<file path="src/rtl/wishbone_pkg.sv">
// Shared Wishbone definitions for the primary port and its bus interface.
// Holds the bus widths, the access-size encoding, and the helpers that turn
// an access size into byte selects and a raw read word into an extended load.
package wishbone_pkg;

   localparam int WB_AW = 32;
   localparam int WB_DW = 32;
   localparam int WB_SW = WB_DW / 8;

   typedef enum logic [1:0] {
      SIZE_BYTE = 2'd0,
      SIZE_HALF = 2'd1,
      SIZE_WORD = 2'd2
   } access_size_t;

   // Lanes are address-relative, so selects are always low-aligned.
   // Encoding 3 is not a named size and falls through to a full word.
   function automatic logic [WB_SW-1:0] sel_from_size(input access_size_t size);
      logic [WB_SW-1:0] sel;
      case (size)
         SIZE_BYTE: sel = {{(WB_SW-1){1'b0}}, 1'b1};
         SIZE_HALF: sel = {{(WB_SW-2){1'b0}}, 2'b11};
         SIZE_WORD: sel = {WB_SW{1'b1}};
         default:   sel = {WB_SW{1'b1}};
      endcase
      return sel;
   endfunction

   // Expands each select bit into a byte-wide mask for the data lanes.
   function automatic logic [WB_DW-1:0] mask_from_sel(input logic [WB_SW-1:0] sel);
      logic [WB_DW-1:0] mask;
      for (int i = 0; i < WB_SW; i++) begin
         mask[8*i +: 8] = {8{sel[i]}};
      end
      return mask;
   endfunction

   // Fills the bytes above the access size with the sign bit of the top
   // selected byte, or with zero for unsigned loads.
   function automatic logic [WB_DW-1:0] extend_load(input logic [WB_DW-1:0] data,
                                                    input access_size_t      size,
                                                    input logic              is_unsigned);
      logic [WB_DW-1:0] result;
      case (size)
         SIZE_BYTE: result = {{(WB_DW-8){data[7] & ~is_unsigned}}, data[7:0]};
         SIZE_HALF: result = {{(WB_DW-16){data[15] & ~is_unsigned}}, data[15:0]};
         SIZE_WORD: result = data;
         default:   result = data;
      endcase
      return result;
   endfunction

endpackage

</file>
<file path="src/rtl/wishbone_if.sv">
// Classic Wishbone bus bundle.
// Signals: cyc/stb (cycle and strobe), we (write enable), sel (byte selects),
// addr (byte address), dat_o_p (primary-to-secondary data),
// dat_i_p (secondary-to-primary data), ack (secondary acknowledge).
// Modports: primary (initiator side) and secondary (target side).
interface wishbone_if;
   import wishbone_pkg::*;

   logic             cyc;
   logic             stb;
   logic             we;
   logic [WB_SW-1:0] sel;
   logic [WB_AW-1:0] addr;
   logic [WB_DW-1:0] dat_o_p;
   logic [WB_DW-1:0] dat_i_p;
   logic             ack;

   modport primary (
      output cyc, stb, we, sel, addr, dat_o_p,
      input  dat_i_p, ack
   );

   modport secondary (
      input  cyc, stb, we, sel, addr, dat_o_p,
      output dat_i_p, ack
   );

endinterface

</file>
<file path="src/rtl/wishbone_primary_port.sv">
// Wishbone primary port: turns one core load/store request into one classic
// Wishbone cycle, with one transaction outstanding at a time.
// Ports:
//   clock, reset            rising-edge clock, asynchronous active-high reset
//   req_valid/req_ready     core request handshake
//   req_we/size/unsigned    store flag, access size, zero-extend flag for loads
//   req_addr/req_wdata      byte address and right-aligned store data
//   rsp_valid/rdata/err     one-cycle response pulse, extended load data, timeout flag
//   wb_if_p                 Wishbone primary modport
// All outputs come straight from flops. A cycle that sees no ack within
// TIMEOUT_CYCLES bus cycles is abandoned and answered with rsp_err.
module wishbone_primary_port
   import wishbone_pkg::*;
#(
   parameter int TIMEOUT_CYCLES = 16
) (
   input  logic             clock,
   input  logic             reset,
   input  logic             req_valid,
   output logic             req_ready,
   input  logic             req_we,
   input  logic [1:0]       req_size,
   input  logic             req_unsigned,
   input  logic [WB_AW-1:0] req_addr,
   input  logic [WB_DW-1:0] req_wdata,
   output logic             rsp_valid,
   output logic [WB_DW-1:0] rsp_rdata,
   output logic             rsp_err,
   wishbone_if.primary      wb_if_p
);

   localparam int TW = $clog2(TIMEOUT_CYCLES) + 1;
   localparam logic [TW-1:0] TIMER_LAST = TW'(TIMEOUT_CYCLES - 1);
   localparam logic [TW-1:0] TIMER_ONE  = TW'(1);

   localparam logic [1:0] ST_IDLE = 2'd0;
   localparam logic [1:0] ST_BUS  = 2'd1;
   localparam logic [1:0] ST_RESP = 2'd2;

   logic [1:0]       state_q,     state_d;
   logic             cyc_q,       cyc_d;
   logic             we_q,        we_d;
   logic [WB_SW-1:0] sel_q,       sel_d;
   logic [WB_AW-1:0] addr_q,      addr_d;
   logic [WB_DW-1:0] dat_o_q,     dat_o_d;
   logic [TW-1:0]    timer_q,     timer_d;
   access_size_t     size_q,      size_d;
   logic             unsigned_q,  unsigned_d;
   logic             req_ready_q, req_ready_d;
   logic             rsp_valid_q, rsp_valid_d;
   logic             rsp_err_q,   rsp_err_d;
   logic [WB_DW-1:0] rsp_rdata_q, rsp_rdata_d;

   logic [WB_SW-1:0] req_sel_s;

   // Byte selects for the incoming request, used when it is accepted.
   always_comb begin
      req_sel_s = sel_from_size(access_size_t'(req_size));
   end

   // Next-state logic for the transaction FSM, bus outputs and response.
   always_comb begin
      state_d     = state_q;
      cyc_d       = cyc_q;
      we_d        = we_q;
      sel_d       = sel_q;
      addr_d      = addr_q;
      dat_o_d     = dat_o_q;
      timer_d     = timer_q;
      size_d      = size_q;
      unsigned_d  = unsigned_q;
      req_ready_d = req_ready_q;
      rsp_valid_d = 1'b0;
      rsp_err_d   = 1'b0;
      rsp_rdata_d = {WB_DW{1'b0}};

      case (state_q)
         ST_IDLE: begin
            if (req_valid) begin
               state_d     = ST_BUS;
               cyc_d       = 1'b1;
               we_d        = req_we;
               sel_d       = req_sel_s;
               addr_d      = req_addr;
               // Loads put nothing on the write lanes; stores zero unselected bytes.
               if (req_we) begin
                  dat_o_d = req_wdata & mask_from_sel(req_sel_s);
               end else begin
                  dat_o_d = {WB_DW{1'b0}};
               end
               size_d      = access_size_t'(req_size);
               unsigned_d  = req_unsigned;
               timer_d     = {TW{1'b0}};
               req_ready_d = 1'b0;
            end else begin
               req_ready_d = 1'b1;
            end
         end

         ST_BUS: begin
            // ack is checked first so that an ack on the expiry cycle still wins.
            if (wb_if_p.ack || (timer_q == TIMER_LAST)) begin
               state_d     = ST_RESP;
               cyc_d       = 1'b0;
               we_d        = 1'b0;
               sel_d       = {WB_SW{1'b0}};
               addr_d      = {WB_AW{1'b0}};
               dat_o_d     = {WB_DW{1'b0}};
               rsp_valid_d = 1'b1;
               if (wb_if_p.ack) begin
                  rsp_err_d = 1'b0;
                  if (we_q) begin
                     rsp_rdata_d = {WB_DW{1'b0}};
                  end else begin
                     rsp_rdata_d = extend_load(wb_if_p.dat_i_p, size_q, unsigned_q);
                  end
               end else begin
                  rsp_err_d   = 1'b1;
                  rsp_rdata_d = {WB_DW{1'b0}};
               end
            end else begin
               timer_d = timer_q + TIMER_ONE;
            end
         end

         ST_RESP: begin
            state_d     = ST_IDLE;
            req_ready_d = 1'b1;
         end

         default: begin
            state_d     = ST_IDLE;
            cyc_d       = 1'b0;
            we_d        = 1'b0;
            sel_d       = {WB_SW{1'b0}};
            addr_d      = {WB_AW{1'b0}};
            dat_o_d     = {WB_DW{1'b0}};
            timer_d     = {TW{1'b0}};
            req_ready_d = 1'b1;
         end
      endcase
   end

   // State and output registers; reset drops the bus immediately.
   always_ff @(posedge clock or posedge reset) begin
      if (reset) begin
         state_q     <= ST_IDLE;
         cyc_q       <= 1'b0;
         we_q        <= 1'b0;
         sel_q       <= {WB_SW{1'b0}};
         addr_q      <= {WB_AW{1'b0}};
         dat_o_q     <= {WB_DW{1'b0}};
         timer_q     <= {TW{1'b0}};
         size_q      <= SIZE_BYTE;
         unsigned_q  <= 1'b0;
         req_ready_q <= 1'b1;
         rsp_valid_q <= 1'b0;
         rsp_err_q   <= 1'b0;
         rsp_rdata_q <= {WB_DW{1'b0}};
      end else begin
         state_q     <= state_d;
         cyc_q       <= cyc_d;
         we_q        <= we_d;
         sel_q       <= sel_d;
         addr_q      <= addr_d;
         dat_o_q     <= dat_o_d;
         timer_q     <= timer_d;
         size_q      <= size_d;
         unsigned_q  <= unsigned_d;
         req_ready_q <= req_ready_d;
         rsp_valid_q <= rsp_valid_d;
         rsp_err_q   <= rsp_err_d;
         rsp_rdata_q <= rsp_rdata_d;
      end
   end

   assign req_ready       = req_ready_q;
   assign rsp_valid       = rsp_valid_q;
   assign rsp_err         = rsp_err_q;
   assign rsp_rdata       = rsp_rdata_q;
   assign wb_if_p.cyc     = cyc_q;
   assign wb_if_p.stb     = cyc_q;
   assign wb_if_p.we      = we_q;
   assign wb_if_p.sel     = sel_q;
   assign wb_if_p.addr    = addr_q;
   assign wb_if_p.dat_o_p = dat_o_q;

endmodule
</file>
<file path="src/flat_wrapper.sv">
// flat-port wrapper written by rule: the top's interface ports become plain ports
module wishbone_primary_port_flat import wishbone_pkg::*;
#(
   parameter int TIMEOUT_CYCLES = 16
)
  (clock, reset, req_valid, req_ready, req_we, req_size, req_unsigned, req_addr, req_wdata, rsp_valid, rsp_rdata, rsp_err, wb_if_p_cyc, wb_if_p_stb, wb_if_p_we, wb_if_p_sel, wb_if_p_addr, wb_if_p_dat_o_p, wb_if_p_dat_i_p, wb_if_p_ack);
  wishbone_if wb_if_p_i ();
  input  logic clock;
  input  logic reset;
  input  logic req_valid;
  output logic req_ready;
  input  logic req_we;
  input  logic [1:0] req_size;
  input  logic req_unsigned;
  input  logic [WB_AW-1:0] req_addr;
  input  logic [WB_DW-1:0] req_wdata;
  output logic rsp_valid;
  output logic [WB_DW-1:0] rsp_rdata;
  output logic rsp_err;
  output wire logic [$bits(wb_if_p_i.cyc)-1:0] wb_if_p_cyc;
  output wire logic [$bits(wb_if_p_i.stb)-1:0] wb_if_p_stb;
  output wire logic [$bits(wb_if_p_i.we)-1:0] wb_if_p_we;
  output wire logic [$bits(wb_if_p_i.sel)-1:0] wb_if_p_sel;
  output wire logic [$bits(wb_if_p_i.addr)-1:0] wb_if_p_addr;
  output wire logic [$bits(wb_if_p_i.dat_o_p)-1:0] wb_if_p_dat_o_p;
  input wire logic [$bits(wb_if_p_i.dat_i_p)-1:0] wb_if_p_dat_i_p;
  input wire logic [$bits(wb_if_p_i.ack)-1:0] wb_if_p_ack;
  assign wb_if_p_cyc = wb_if_p_i.cyc;
  assign wb_if_p_stb = wb_if_p_i.stb;
  assign wb_if_p_we = wb_if_p_i.we;
  assign wb_if_p_sel = wb_if_p_i.sel;
  assign wb_if_p_addr = wb_if_p_i.addr;
  assign wb_if_p_dat_o_p = wb_if_p_i.dat_o_p;
  assign wb_if_p_i.dat_i_p = wb_if_p_dat_i_p;
  assign wb_if_p_i.ack = wb_if_p_ack;
  wishbone_primary_port #(.TIMEOUT_CYCLES(TIMEOUT_CYCLES)) u_core (.clock(clock), .reset(reset), .req_valid(req_valid), .req_ready(req_ready), .req_we(req_we), .req_size(req_size), .req_unsigned(req_unsigned), .req_addr(req_addr), .req_wdata(req_wdata), .rsp_valid(rsp_valid), .rsp_rdata(rsp_rdata), .rsp_err(rsp_err), .wb_if_p(wb_if_p_i));
endmodule
</file>
<file path="config.mk">
export PLATFORM = sky130hd
export DESIGN_NAME = wishbone_primary_port_flat
export DESIGN_NICKNAME = d
export VERILOG_FILES = /design/src/rtl/wishbone_pkg.sv /design/src/rtl/wishbone_if.sv /design/src/rtl/wishbone_primary_port.sv /design/src/flat_wrapper.sv
export SDC_FILE = /design/constraint.sdc
export NUM_CORES = 1
export LEC_CHECK = 0
export BUFFER_PORTS_ARGS = -buffer_cell sky130_fd_sc_hd__buf_2
export CORE_ASPECT_RATIO = 0.7
export CORE_MARGIN = 8
export CORE_UTILIZATION = 45
export CTS_BUF_LIST = sky130_fd_sc_hd__clkbuf_8
export CTS_CLUSTER_SIZE = 25
export DETAILED_ROUTE_END_ITERATION = 12
export GPL_TIMING_DRIVEN = 0
export PLACE_DENSITY = 0.76
export SLEW_MARGIN = 25
export SYNTH_ARGS = -nofsm -noshare
export SYNTH_HDL_FRONTEND = slang
export SYNTH_SLANG_ARGS = --single-unit
</file>
<file path="constraint.sdc">
create_clock -name clock -period 6.05 [get_ports clock]
set_input_delay 1.21 -clock clock [delete_from_list [all_inputs] [get_ports clock]]
set_output_delay 1.21 -clock clock [all_outputs]
set_load 0.02 [all_outputs]
</file>
After elaboration in Yosys (flattened, before gate mapping)

Index checks and enable logic that the tools add are counted.
Widths: inputs -> output; s select.

Bits in registers: 115
Input bits: 104

$add $sub $neg: 1
Equality and inequality tests: 8
Muxes and demuxes: 33
Bitwise operators: 5
Reductions and logical operators: 8

Operator list:

| operator            | count |
|---|---|
| $mux 32             | 8 |
| $pmux 32 s3         | 2 |
| $pmux 32 s2         | 1 |
| $and 32x32->32      | 1 |
| $pmux 5 s3          | 1 |
| $pmux 4 s3          | 1 |
| $mux 5              | 2 |
| $mux 1              | 9 |
| $mux 4              | 2 |
| $pmux 4 s2          | 1 |
| $eq 2x1->1 const B  | 3 |
| $logic_not 2->1     | 3 |
| $pmux 1 s3          | 2 |
| $reduce_and 3->1    | 2 |
| $add 5x1->5 const B | 1 |
| $eq 5x4->1 const B  | 1 |
| $mux 2              | 2 |
| $ne 2x2->1 const B  | 2 |
| $pmux 2 s2          | 1 |
| $reduce_and 2->1    | 2 |
| $and 1x1->1         | 2 |
| $eq 2x2->1 const B  | 1 |
| $ne 2x1->1 const B  | 1 |
| $not 1->1           | 2 |
| 2 further kinds     | 2 |

Longest topological paths before layout

Depth in word-level cells: 7
Depth in mapped cells: 9

Worst setup path before layout

Ideal clock, no wire load.

Path kind: input to register
Start: input port wb_if_p_ack
End: register u_core.dat_o_q[24], in the netlist u_core.wb_if_p.dat_o_p[24]
Library setup time: 0.079 ns
Data arrival time: 2.347 ns
Required time: 5.971 ns
Path slack: 3.623 ns
Stages on the path: 6
Path buffers: 3
Cell sequence: or4b_1 > buf_2 > o21ai_4 > buf_8 > buf_8 > mux2i_1

Word-level cells in the longest chain between the ends: 3

RTL lines:

| element                           | RTL line                     | RTL |
|---|---|---|
| start, declared                   | flat_wrapper.sv:27           | `input wire logic [$bits(wb_if_p_i.ack)-1:0] wb_if_p_ack;` |
| $logic_or 1x1->1                  | wishbone_primary_port.sv:102 | `if (wb_if_p.ack \|\| (timer_q == TIMER_LAST)) begin` |
| $ne 2x1->1 (no source line)       | n/a                          |  |
| $reduce_and 3->1 (no source line) | n/a                          |  |
| end signal, assigned              | wishbone_primary_port.sv:152 | `dat_o_q <= {WB_DW{1'b0}};` |
| end signal, assigned              | wishbone_primary_port.sv:166 | `dat_o_q <= dat_o_d;` |
| end, declared                     | wishbone_primary_port.sv:45  | `logic [WB_DW-1:0] dat_o_q, dat_o_d;` |

Every way passes these cells.
A chain may end at the register's enable or synchronous reset.

Worst setup path after layout

Start: register u_core.timer_q[0]
End: register u_core.dat_o_q[24], in the netlist u_core.wb_if_p.dat_o_p[24]

Word-level cells in the longest chain between the ends: 4

RTL lines:

| element                           | RTL line                     | RTL |
|---|---|---|
| start, declared                   | wishbone_primary_port.sv:46  | `logic [TW-1:0] timer_q, timer_d;` |
| start signal, assigned            | wishbone_primary_port.sv:153 | `timer_q <= {TW{1'b0}};` |
| start signal, assigned            | wishbone_primary_port.sv:167 | `timer_q <= timer_d;` |
| $eq 5x4->1                        | wishbone_primary_port.sv:102 |  |
| $logic_or 1x1->1                  | wishbone_primary_port.sv:102 |  |
| $ne 2x1->1 (no source line)       | n/a                          |  |
| $reduce_and 3->1 (no source line) | n/a                          |  |

Every way passes these cells.

==> metrics.txt <==
# TYPE chip_impl_metric gauge
chip_impl_metric{name="p_leak",unit="nW"} 3.41
chip_impl_info{name="setup_repair_after_global_routing_missed_its_margin",value="false"} 1
chip_impl_metric{name="layout-drive-gt1-share",unit="%"} 45.7
chip_impl_metric{name="seq_area_frac_synth",unit="%"} 65.0
chip_impl_metric{name="starting_utilization_of_the_core_area",unit="%"} 45.5
chip_impl_metric{name="postSynthCellCount",unit=""} 345
chip_impl_metric{name="place_ws",unit="ps"} 3310
chip_impl_info{name="yosysTopAreaCell",value="sky130_fd_sc_hd__dfrtp_1"} 1
chip_impl_metric{name="antenna_cells_inserted",unit=""} 0
chip_impl_info{name="cts_root_buf",value="sky130_fd_sc_hd__clkbuf_8"} 1
chip_impl_metric{name="critPathRequiredTime",unit="ps"} 6390
chip_impl_metric{name="ys_warn_count",unit=""} 0
chip_impl_info{name="synth_top_flop_cell",value="sky130_fd_sc_hd__dfrtp_1"} 1
chip_impl_metric{name="netlist_area",unit="mm2"} 0.00436
chip_impl_metric{name="layout_skew",unit="ps"} 10.7
chip_impl_info{name="main_area_contributors_after_synthesis",value="sky130_fd_sc_hd__dfrtp_1 (64%), sky130_fd_sc_hd__a22o_1 (9.9%), sky130_fd_sc_hd__mux2i_1 (3.7%)"} 1
chip_impl_info{name="critPathLaunchType",value="flop"} 1
chip_impl_metric{name="final_net_count",unit=""} 680
chip_impl_info{name="critical_path.endpoint_type",value="flop"} 1
chip_impl_metric{name="worstSkewPairLatency",unit="ps"} 420
chip_impl_metric{name="post_synth.cell_area_avg",unit="um2"} 12.6
chip_impl_metric{name="initial_antenna_violation_count",unit=""} 0
chip_impl_metric{name="detail_route.wl_per_cell",unit="um"} 17.2
chip_impl_metric{name="post_cts_hold_buffer_count",unit=""} 0
chip_impl_metric{name="final_hold_viol_count",unit=""} 0
chip_impl_metric{name="drv_slew",unit=""} 0
chip_impl_metric{name="number_of_buffer_cells_added_on_primary_ports",unit=""} 209
chip_impl_metric{name="max_freq",unit="GHz"} 0.404
chip_impl_metric{name="synth-seq-cells",unit=""} 113
chip_impl_metric{name="fp-row-count",unit=""} 30
chip_impl_info{name="synth_most_common_cell",value="sky130_fd_sc_hd__dfrtp_1"} 1
chip_impl_metric{name="cp_max_fo",unit=""} 10
chip_impl_metric{name="cts-resized-gates",unit=""} 0
chip_impl_metric{name="drt_first_pass_iters",unit=""} 4
chip_impl_metric{name="ff_latch_area",unit="mm2"} 0.00283
chip_impl_metric{name="globalRoute.totalOverflow",unit=""} 0
chip_impl_metric{name="syn_nets",unit=""} 451
chip_impl_metric{name="cts.path.max_buffers",unit=""} 2
chip_impl_metric{name="first_global_vias",unit=""} 3800
chip_impl_metric{name="place.detailed.hpwl",unit="mm"} 9.30
chip_impl_metric{name="power_density",unit="mW/mm2"} 429
chip_impl_metric{name="detailroute.via_count",unit=""} 3517
chip_impl_metric{name="worst-endpoint-arrival",unit="ps"} 2820
chip_impl_metric{name="layout.filler_cells",unit=""} 783
chip_impl_metric{name="finalWorstPathRequiredPeriod",unit="ps"} 2480
chip_impl_metric{name="die_area",unit="mm2"} 0.0131
chip_impl_info{name="cts_tree",value="built"} 1
chip_impl_metric{name="cts_setup_buffers",unit=""} 0
chip_impl_info{name="synth.cells.most_frequent",value="sky130_fd_sc_hd__dfrtp_1 (112), sky130_fd_sc_hd__a22o_1 (49), sky130_fd_sc_hd__inv_1 (37)"} 1
chip_impl_metric{name="syn_to_final_growth",unit="%"} 39.6
chip_impl_metric{name="async_reset_ff_share",unit="%"} 100
chip_impl_metric{name="setup_total_negative_slack",unit="ps"} 0
chip_impl_metric{name="final_antenna_net_count",unit=""} 0
chip_impl_metric{name="clock_sinks",unit=""} 113
chip_impl_metric{name="relSlewSlack",unit="%"} 61.5
chip_impl_metric{name="routed_wirelength",unit="mm"} 12.3
chip_impl_metric{name="timing.final.ws_setup",unit="ps"} 3570
chip_impl_metric{name="cts.htree.levels",unit=""} 4
chip_impl_metric{name="die_y",unit="um"} 98.3
chip_impl_info{name="path_class",value="reg -> reg"} 1
chip_impl_metric{name="actual_transition_at_the_worst_max_transition_pin",unit="ps"} 575
chip_impl_metric{name="maxCapViolCount",unit=""} 0
chip_impl_metric{name="cts_made_buffers",unit=""} 17
chip_impl_info{name="run_status",value="finished, final reports clean"} 1
chip_impl_metric{name="dr.first_iter.drc_count",unit=""} 143
chip_impl_metric{name="cts.clk_slew.worst_paths",unit="ps"} 60
chip_impl_metric{name="number_of_remaining_drc_errors",unit=""} 0
chip_impl_metric{name="core-area",unit="mm2"} 0.00957
chip_impl_metric{name="synth_cell_types",unit=""} 38
chip_impl_metric{name="peakVddDrop",unit="uV"} 241
chip_impl_metric{name="multi_input_area",unit="mm2"} 0.00122
chip_impl_metric{name="synth_enable_flop_cells",unit=""} 0
chip_impl_metric{name="post-synth-top-area-fraction",unit="%"} 64.3
chip_impl_metric{name="drt-vias-per-instance",unit=""} 4.92
chip_impl_metric{name="grt_start_max_net_pins",unit=""} 63
chip_impl_metric{name="design.portCount",unit=""} 210
chip_impl_metric{name="grt_pass1_wl",unit="mm"} 19.8
chip_impl_info{name="min_path_type",value="reg -> reg"} 1
chip_impl_metric{name="track_usage",unit="%"} 18.9
chip_impl_metric{name="die_w",unit="um"} 134
chip_impl_metric{name="finalSetupViolCount",unit=""} 0
chip_impl_metric{name="gp_routability_congestion",unit=""} 0.789
chip_impl_metric{name="design_power_total",unit="mW"} 2.61
chip_impl_metric{name="fin_crit_sh",unit="%"} 41.0
-- worst max-delay path, cell delays in order, from the launching register on --
cell                      delay [ps]
sky130_fd_sc_hd__dfrtp_1         420
sky130_fd_sc_hd__ha_1            230
sky130_fd_sc_hd__and3_1          180
sky130_fd_sc_hd__ha_1            210
sky130_fd_sc_hd__or4b_1          520
sky130_fd_sc_hd__buf_2           190
sky130_fd_sc_hd__o21ai_4         110
sky130_fd_sc_hd__buf_8           180
sky130_fd_sc_hd__buf_8           150
sky130_fd_sc_hd__mux2i_1         200
-- worst paths after layout --
kind,from,to,slack [ps],depth (start not counted)
worst max register to register,u_core.timer_q[0],u_core.wb_if_p.dat_o_p[24],3570,9
min in group asynchronous,reset,u_core.wb_if_p.dat_o_p[10],860,2
worst min-delay path,u_core.wb_if_p.sel[1],u_core.wb_if_p.sel[1],490,1
worst min register to register,u_core.wb_if_p.sel[1],u_core.wb_if_p.sel[1],490,1
max in group asynchronous,reset,u_core.req_ready,4480,3
worst max-delay path,u_core.timer_q[0],u_core.wb_if_p.dat_o_p[24],3570,9
-- registers in the layout, indices dropped and copies added (netlist names) --
signal	flops
u_core.req_ready	1
u_core.rsp_err	1
u_core.rsp_rdata	32
u_core.rsp_valid	1
u_core.size_q	2
u_core.state_q	2
u_core.timer_q	5
u_core.unsigned_q	1
u_core.wb_if_p.addr	32
u_core.wb_if_p.dat_o_p	32
u_core.wb_if_p.sel	3
u_core.wb_if_p.we	1
-- cell usage in the layout, fill, tap and decap left out, drive strengths merged, types with 3 or more instances in the layout --
cell type,n
nor2,5
mux2,4
bufinv,6
dfrtp,112
clkbuf,30
inv,37
a22o,49
a21oi,24
buf,226
clkinv,6
nor2b,3
o21ai,9
nand2,20
mux2i,16
and2,8
-- per-stage QoR --
stage,utilization (%),instance area [um2],hold WS [ps],instances
4_1_cts,63.5,6080,492,715
3_5_place_dp,58.4,5590,476,683
3_3_place_gp,58.1,5560,470,682
6_report,63.5,6080,487,715
2_1_floorplan,-,4360,496,345
5_1_grt,63.5,6080,505,715
-- power breakdown --
| group | internal (mW) | switching (mW) | total, mW |
|---|---|---|---|
| clock network | 0.542 | 0.314 | 0.856 |
| registers | 0.904 | 0.0845 | 0.989 |
| logic | 0.291 | 0.472 | 0.763 |
| total | 1.74 | 0.870 | 2.61 |
-- routing by layer --
metal | GRT usage, % | up-vias | share of wire (%)
met5 | 0 | - | 0
met4 | 6.19 | 0 | 1.2
met3 | 7.33 | 13 | 7.7
met2 | 30.9 | 136 | 50
met1 | 22.3 | 1724 | 42
li1 | - | 1644 | -
-- cell type report --
class                   instances  area share (%)
clock buffers                  18            4.08
well taps                     128            2.63
repair buffers                210            17.7
inverters                      37            2.37
plain buffers                  28            2.74
flip-flops and latches        113            46.5
multi-input cells             167            20.1
clock inverters                14            3.89
-- logic make-up (layout without fill, tap and decap cells) --
kind of cell	after synthesis	in the layout	share of synthesized area (%)
AO/OA/AOI/OAI	94	94	16.1
adder cells (fa/ha/maj)	2	2	0.574
XOR/XNOR	1	1	0.201
buffers and inverters	65	307	7.01
AND/OR/NAND/NOR	50	50	6.46
flip-flops	113	113	65.0
multiplexers	20	20	4.71
Power figures use the tool's default switching activity.
